===== src/rtl/addsub_acc_seq_8bit.sv =====
// -----------------------------------------------------------------------------
// addsub_acc_seq_8bit
//
// Command sequencer and accumulator wrapped around an external, purely
// combinational 8-bit ripple-carry adder/subtractor. Commands (ADD, SUB,
// LOAD, CLEAR) are buffered in a DEPTH-entry FIFO. A two-state FSM pops one
// command into the issue registers (driving the adder's B and Add_ctrl),
// then on the following edge captures the adder result into the accumulator
// together with carry/zero/negative/overflow flags and pulses res_valid.
//
// Ports:
//   clk        in   1  rising-edge clock
//   rst_n      in   1  asynchronous active-low reset
//   cmd_valid  in   1  command present
//   cmd_ready  out  1  FIFO not full
//   cmd_op     in   2  00 ADD, 01 SUB, 10 LOAD, 11 CLEAR
//   cmd_data   in   8  operand / load value
//   A          out  8  adder A operand (accumulator)
//   B          out  8  adder B operand (issue-register data)
//   Add_ctrl   out  1  adder mode, 1 = subtract
//   SUM        in   8  adder sum
//   C_out      in   1  adder carry out (for SUB: 1 = no borrow)
//   acc        out  8  accumulator
//   flag_c/z/n/v out 1 carry, zero, negative, signed overflow
//   res_valid  out  1  one-cycle pulse after each accumulator update
//
// Build option:
//   ADDSUB_SAT_EN  when defined, ADD/SUB results saturate (unsigned) at
//                  0xFF / 0x00; flag_c and flag_v still describe the raw
//                  adder result. Undefined: modulo-256 wrap-around.
// -----------------------------------------------------------------------------
module addsub_acc_seq_8bit #(
    parameter int DEPTH = 4
) (
    input  logic       clk,
    input  logic       rst_n,
    input  logic       cmd_valid,
    output logic       cmd_ready,
    input  logic [1:0] cmd_op,
    input  logic [7:0] cmd_data,
    output logic [7:0] A,
    output logic [7:0] B,
    output logic       Add_ctrl,
    input  logic [7:0] SUM,
    input  logic       C_out,
    output logic [7:0] acc,
    output logic       flag_c,
    output logic       flag_z,
    output logic       flag_n,
    output logic       flag_v,
    output logic       res_valid
);

    localparam int AW = (DEPTH > 1) ? $clog2(DEPTH) : 1;
    localparam logic [AW:0] DEPTH_C = (AW + 1)'(DEPTH);

    localparam logic [1:0] OP_ADD   = 2'b00;
    localparam logic [1:0] OP_SUB   = 2'b01;
    localparam logic [1:0] OP_LOAD  = 2'b10;
    localparam logic [1:0] OP_CLEAR = 2'b11;

    typedef enum logic {
        ST_IDLE = 1'b0,
        ST_EXEC = 1'b1
    } state_t;

    // Signed overflow of a +/- b = s. For subtraction the adder computes
    // a + ~b + 1, so overflow needs operands of differing sign.
    function automatic logic ovf_calc(input logic [7:0] a, input logic [7:0] b,
                                      input logic [7:0] s, input logic sub);
        logic same_sign;
        same_sign = (a[7] == b[7]);
        return (sub ? !same_sign : same_sign) && (s[7] != a[7]);
    endfunction

    // FIFO storage and bookkeeping
    logic [9:0]    mem_r [DEPTH];
    logic [AW-1:0] wr_ptr_r;
    logic [AW-1:0] rd_ptr_r;
    logic [AW:0]   count_r;

    // FSM, issue registers and result registers
    state_t     state_r;
    logic [1:0] issue_op_r;
    logic [7:0] b_r;
    logic       add_ctrl_r;
    logic [7:0] acc_r;
    logic       flag_c_r;
    logic       flag_z_r;
    logic       flag_n_r;
    logic       flag_v_r;
    logic       res_valid_r;

    logic       push_s;
    logic       pop_s;
    logic [9:0] head_s;
    logic [7:0] res_acc_s;
    logic       res_c_s;
    logic       res_v_s;

    assign cmd_ready = (count_r != DEPTH_C);
    assign head_s    = mem_r[rd_ptr_r];

    assign A         = acc_r;
    assign B         = b_r;
    assign Add_ctrl  = add_ctrl_r;
    assign acc       = acc_r;
    assign flag_c    = flag_c_r;
    assign flag_z    = flag_z_r;
    assign flag_n    = flag_n_r;
    assign flag_v    = flag_v_r;
    assign res_valid = res_valid_r;

    // FIFO handshake: accept when not full, pop only from IDLE when non-empty
    always_comb begin
        push_s = cmd_valid && cmd_ready;
        pop_s  = (state_r == ST_IDLE) && (count_r != '0);
    end

    // FIFO storage, pointers (wrap naturally, DEPTH is a power of two) and occupancy
    always_ff @(posedge clk or negedge rst_n) begin
        if (!rst_n) begin
            for (int i = 0; i < DEPTH; i++) begin
                mem_r[i] <= 10'd0;
            end
            wr_ptr_r <= '0;
            rd_ptr_r <= '0;
            count_r  <= '0;
        end else begin
            if (push_s) begin
                mem_r[wr_ptr_r] <= {cmd_op, cmd_data};
                wr_ptr_r        <= wr_ptr_r + AW'(1);
            end
            if (pop_s) begin
                rd_ptr_r <= rd_ptr_r + AW'(1);
            end
            case ({push_s, pop_s})
                2'b10:   count_r <= count_r + (AW + 1)'(1);
                2'b01:   count_r <= count_r - (AW + 1)'(1);
                default: count_r <= count_r;
            endcase
        end
    end

    // Next accumulator value and raw-result flags for the op held in the issue registers
    always_comb begin
        res_acc_s = acc_r;
        res_c_s   = 1'b0;
        res_v_s   = 1'b0;
        case (issue_op_r)
            OP_ADD: begin
                res_c_s = C_out;
                res_v_s = ovf_calc(acc_r, b_r, SUM, 1'b0);
`ifdef ADDSUB_SAT_EN
                if (C_out) begin
                    res_acc_s = 8'hFF;
                end else begin
                    res_acc_s = SUM;
                end
`else
                res_acc_s = SUM;
`endif
            end
            OP_SUB: begin
                res_c_s = C_out;
                res_v_s = ovf_calc(acc_r, b_r, SUM, 1'b1);
`ifdef ADDSUB_SAT_EN
                // Borrow (C_out=0) means the true result is negative
                if (!C_out) begin
                    res_acc_s = 8'h00;
                end else begin
                    res_acc_s = SUM;
                end
`else
                res_acc_s = SUM;
`endif
            end
            OP_LOAD: begin
                res_acc_s = b_r;
            end
            OP_CLEAR: begin
                res_acc_s = 8'h00;
            end
            default: begin
                res_acc_s = acc_r;
            end
        endcase
    end

    // Sequencer FSM: IDLE pops into issue registers, EXEC commits the result
    always_ff @(posedge clk or negedge rst_n) begin
        if (!rst_n) begin
            state_r     <= ST_IDLE;
            issue_op_r  <= OP_ADD;
            b_r         <= 8'h00;
            add_ctrl_r  <= 1'b0;
            acc_r       <= 8'h00;
            flag_c_r    <= 1'b0;
            flag_z_r    <= 1'b0;
            flag_n_r    <= 1'b0;
            flag_v_r    <= 1'b0;
            res_valid_r <= 1'b0;
        end else begin
            res_valid_r <= 1'b0;
            case (state_r)
                ST_IDLE: begin
                    if (pop_s) begin
                        issue_op_r <= head_s[9:8];
                        b_r        <= head_s[7:0];
                        add_ctrl_r <= (head_s[9:8] == OP_SUB);
                        state_r    <= ST_EXEC;
                    end
                end
                ST_EXEC: begin
                    acc_r       <= res_acc_s;
                    flag_c_r    <= res_c_s;
                    flag_v_r    <= res_v_s;
                    flag_z_r    <= (res_acc_s == 8'h00);
                    flag_n_r    <= res_acc_s[7];
                    res_valid_r <= 1'b1;
                    state_r     <= ST_IDLE;
                end
                default: begin
                    state_r <= ST_IDLE;
                end
            endcase
        end
    end

endmodule


===== config.mk =====
export PLATFORM = sky130hd
export DESIGN_NAME = addsub_acc_seq_8bit
export DESIGN_NICKNAME = d
export VERILOG_FILES = /design/src/rtl/addsub_acc_seq_8bit.sv
export SDC_FILE = /design/constraint.sdc
export NUM_CORES = 1
export LEC_CHECK = 0
export ABC_AREA = 1
export BUFFER_PORTS_ARGS = -buffer_cell sky130_fd_sc_hd__buf_2
export CORE_ASPECT_RATIO = 0.7
export CORE_MARGIN = 4
export CORE_UTILIZATION = 51
export CTS_CLUSTER_SIZE = 24
export DETAILED_ROUTE_END_ITERATION = 7
export PLACE_DENSITY = 0.76
export SYNTH_ARGS = -nofsm -noshare
export SYNTH_HDL_FRONTEND = slang
export SYNTH_SLANG_ARGS = --single-unit

===== constraint.sdc =====
create_clock -name clk -period 2.1 [get_ports clk]
set_clock_uncertainty 0.05 [all_clocks]
set_input_delay 0.315 -clock clk [delete_from_list [all_inputs] [get_ports clk]]
set_output_delay 0.315 -clock clk [all_outputs]
set_load 0.01 [all_outputs]

==> results.ini <==
[outcome]
status=finished clean

[routing]
drtIter0Drc=214
drt_pass1_iterations=4
drc=0
wl_per_cell_microns=13.4
antenna_left=0
num_vias=2573
vias_per_cell=4.99
drt_wl_total_mm=6.92

[global_routing]
antenna_found_initial=0
grt_pass1_vias=2424
grt_max_degree=72
overflow=0
grt_util_all_layers=0.181
grt_first_pass_wirelength_mm=11.9

[sta]
hold_violations=0
timing.hold.ws_ns=0.163
fin_ws_ns=0.235
fmax_mhz=536
setup_violations=0
max_slew_margin=0.715
tightest_slew_ns=0.427
rsz0062_at_grt=false
fin_tns_setup_ns=0
period_needed_ns=1.86
post-route-period-util=0.888
slew_violations=0

[synth]
synth_ff_type=dfrtp_1
ys_seq_area_frac=0.524
avgSynthCellArea_sq_um=9.02
synth_area_sq_um=3390
synth_enable_flop_cells=0
yosysWarnings=0
synth-seq-cells=71
synthCells=376
async_reset_ff_frac=1.00
netlist-cell-type-count=29
synthesis.nets=404

[setup_path]
endpoint=count_r[2]
required_ns=2.27
cp_num_buf_inv=2
r2r_slack_ns=0.24
ff2ff_path_depth=9
slowest_stage=dfrtp_1
reg2reg_from=count_r[0]
cpLargestDelayFamily=adder cells
max_stage_delay_ns=0.40
endpoint_kind=flip-flop
worstPathArrival_ns=2.03
r2r_end=count_r[2]
crit_type=reg -> reg
setup.worst_path.start=count_r[0]
cp.depth=9
cp_max_fo=3
cp_cell_sequence=inv_2, nand3_4, nand2_4, ha_1, inv_1, fa_1, a21oi_1, o21ai_0, xor2_1
startpoint_type=flip-flop

[cts]
cts_root_buffer=clkbuf_8
htreeDepth=3
clkTransAtPathRegs_ns=0.08
clkLatencyLatePin_ns=0.34
cts.path.max_buffers=2
clkSinkCount=71
numCtsBuffers=9
cts_tree=done

[floorplanning]
core_area_sq_um=6340
die_y_microns=76.2
ios=53
die_x_microns=105
initial_utilization=0.536
dieArea_sq_um=8040
rows=24

[final_layout]
fill_cells=579
drive_gt1_frac=0.240
postLayoutCoreUtil=0.603
most-common-layout-cells=nand2_1 (97), dfrtp_1 (71), buf_2 (52)
final_common_cell=nand2_1
n_antenna_cell=0
area_growth_pct=12.6
nNetsFinal=448

[place]
dpl.hpwl_mm=4.90
port_buffers=52
gp_congestion=0.833
pre_cts_ws_ns=0.234

[job]
max-cap-violations=0

[power]
ir_drop_mv=0.713
power_density_nw_per_um2=1650
p_leak_nw=1.95
power.total_mw=6.32

[min_path]
min_path_type=in -> reg

flip-flops by register name, indices dropped and copies added, names as in the netlist, 2 cells and up:
signal	cells
A	8
wr_ptr_r	2
issue_op_r	2
rd_ptr_r	2
count_r	3
mem_r	40
B	8
tightest hold or removal path, cell delays in order:
cell and delay [ns]:
buf_2 0.08, nand3_1 0.07, nand2_1 0.05
cell families (layout without fill, tap and decap cells):
| kind of cell | count (synthesis) | after routing | share of synthesized area |
|---|---|---|---|
| AO/OA/AOI/OAI | 86 | 86 | 0.149 |
| AND/OR/NAND/NOR | 155 | 155 | 0.197 |
| buffers and inverters | 54 | 103 | 0.0966 |
| XOR/XNOR | 4 | 4 | 0.0103 |
| flip-flops | 71 | 71 | 0.524 |
| adder cells (fa/ha/maj) | 6 | 6 | 0.0243 |
stage by stage:
step           instances  area [sq um]
5_1_grt              516          3820
6_report             516          3820
3_3_place_gp         499          3620
2_1_floorplan        376          3390
3_5_place_dp         499          3620
4_1_cts              516          3820
power by group:
group          internal (mW)  switching, mW  total, mW
Combinational           1.08           1.74       2.82
Clock                  0.550          0.518       1.07
Sequential              2.02          0.411       2.43
Total                   3.65           2.67       6.32
how the worst min path moves through the flow:
stage | slack, ns | endpoint | from | cells after the start
global route | 0.15 | flag_c | C_out | 3
finish | 0.16 | flag_c | C_out | 3
detailed placement | 0.32 | mem_r[6] | rst_n | 2
global placement | 0.32 | mem_r[0] | rst_n | 2
floorplan | -0.03 | A[0] | rst_n | 0
CTS | 0.15 | flag_c | C_out | 3
cell type report:
cell class | count | area, sq um | area share
clock buffer | 9 | 124 | 0.0324
clock inverter | 7 | 72.6 | 0.0190
inverter | 27 | 111 | 0.0291
multi-input combinational | 251 | 1290 | 0.337
sequential | 71 | 1780 | 0.465
tap | 91 | 114 | 0.0298
timing repair buffer | 60 | 335 | 0.0877
synthesized netlist by cell type (3+ instances only):
master | number | area share
o21ai_2 | 13 | 0.034
nand3_1 | 13 | 0.019
o22ai_1 | 7 | 0.013
inv_2 | 4 | 0.0044
a31oi_1 | 7 | 0.013
o21ai_0 | 26 | 0.038
nand2_1 | 97 | 0.11
xor2_1 | 3 | 0.0077
o21ai_1 | 28 | 0.041
inv_1 | 21 | 0.023
buf_2 | 9 | 0.013
dfrtp_1 | 71 | 0.52
buf_6 | 8 | 0.027
nor2_1 | 36 | 0.040
buf_4 | 9 | 0.020
ha_1 | 5 | 0.018
nand2_4 | 6 | 0.020
routing by layer:
layer	vias up	wire [microns]	global-route usage	part of all wire
met2	49	3150	0.280	0.45
met3	5	355	0.0466	0.051
met5	-	0	0	0
met4	0	40	0.0466	0.0058
li1	1292	-	-	-
met1	1227	3380	0.256	0.49
timing repair:
item | 4_1_cts | 5_1_grt
setup buffers | 0 | 0
resized for setup | 0 | 0
hold endpoints to repair | 71 | 0
hold buffers | 1 | 0
No activity file was read; power rests on OpenSTA's default activity.
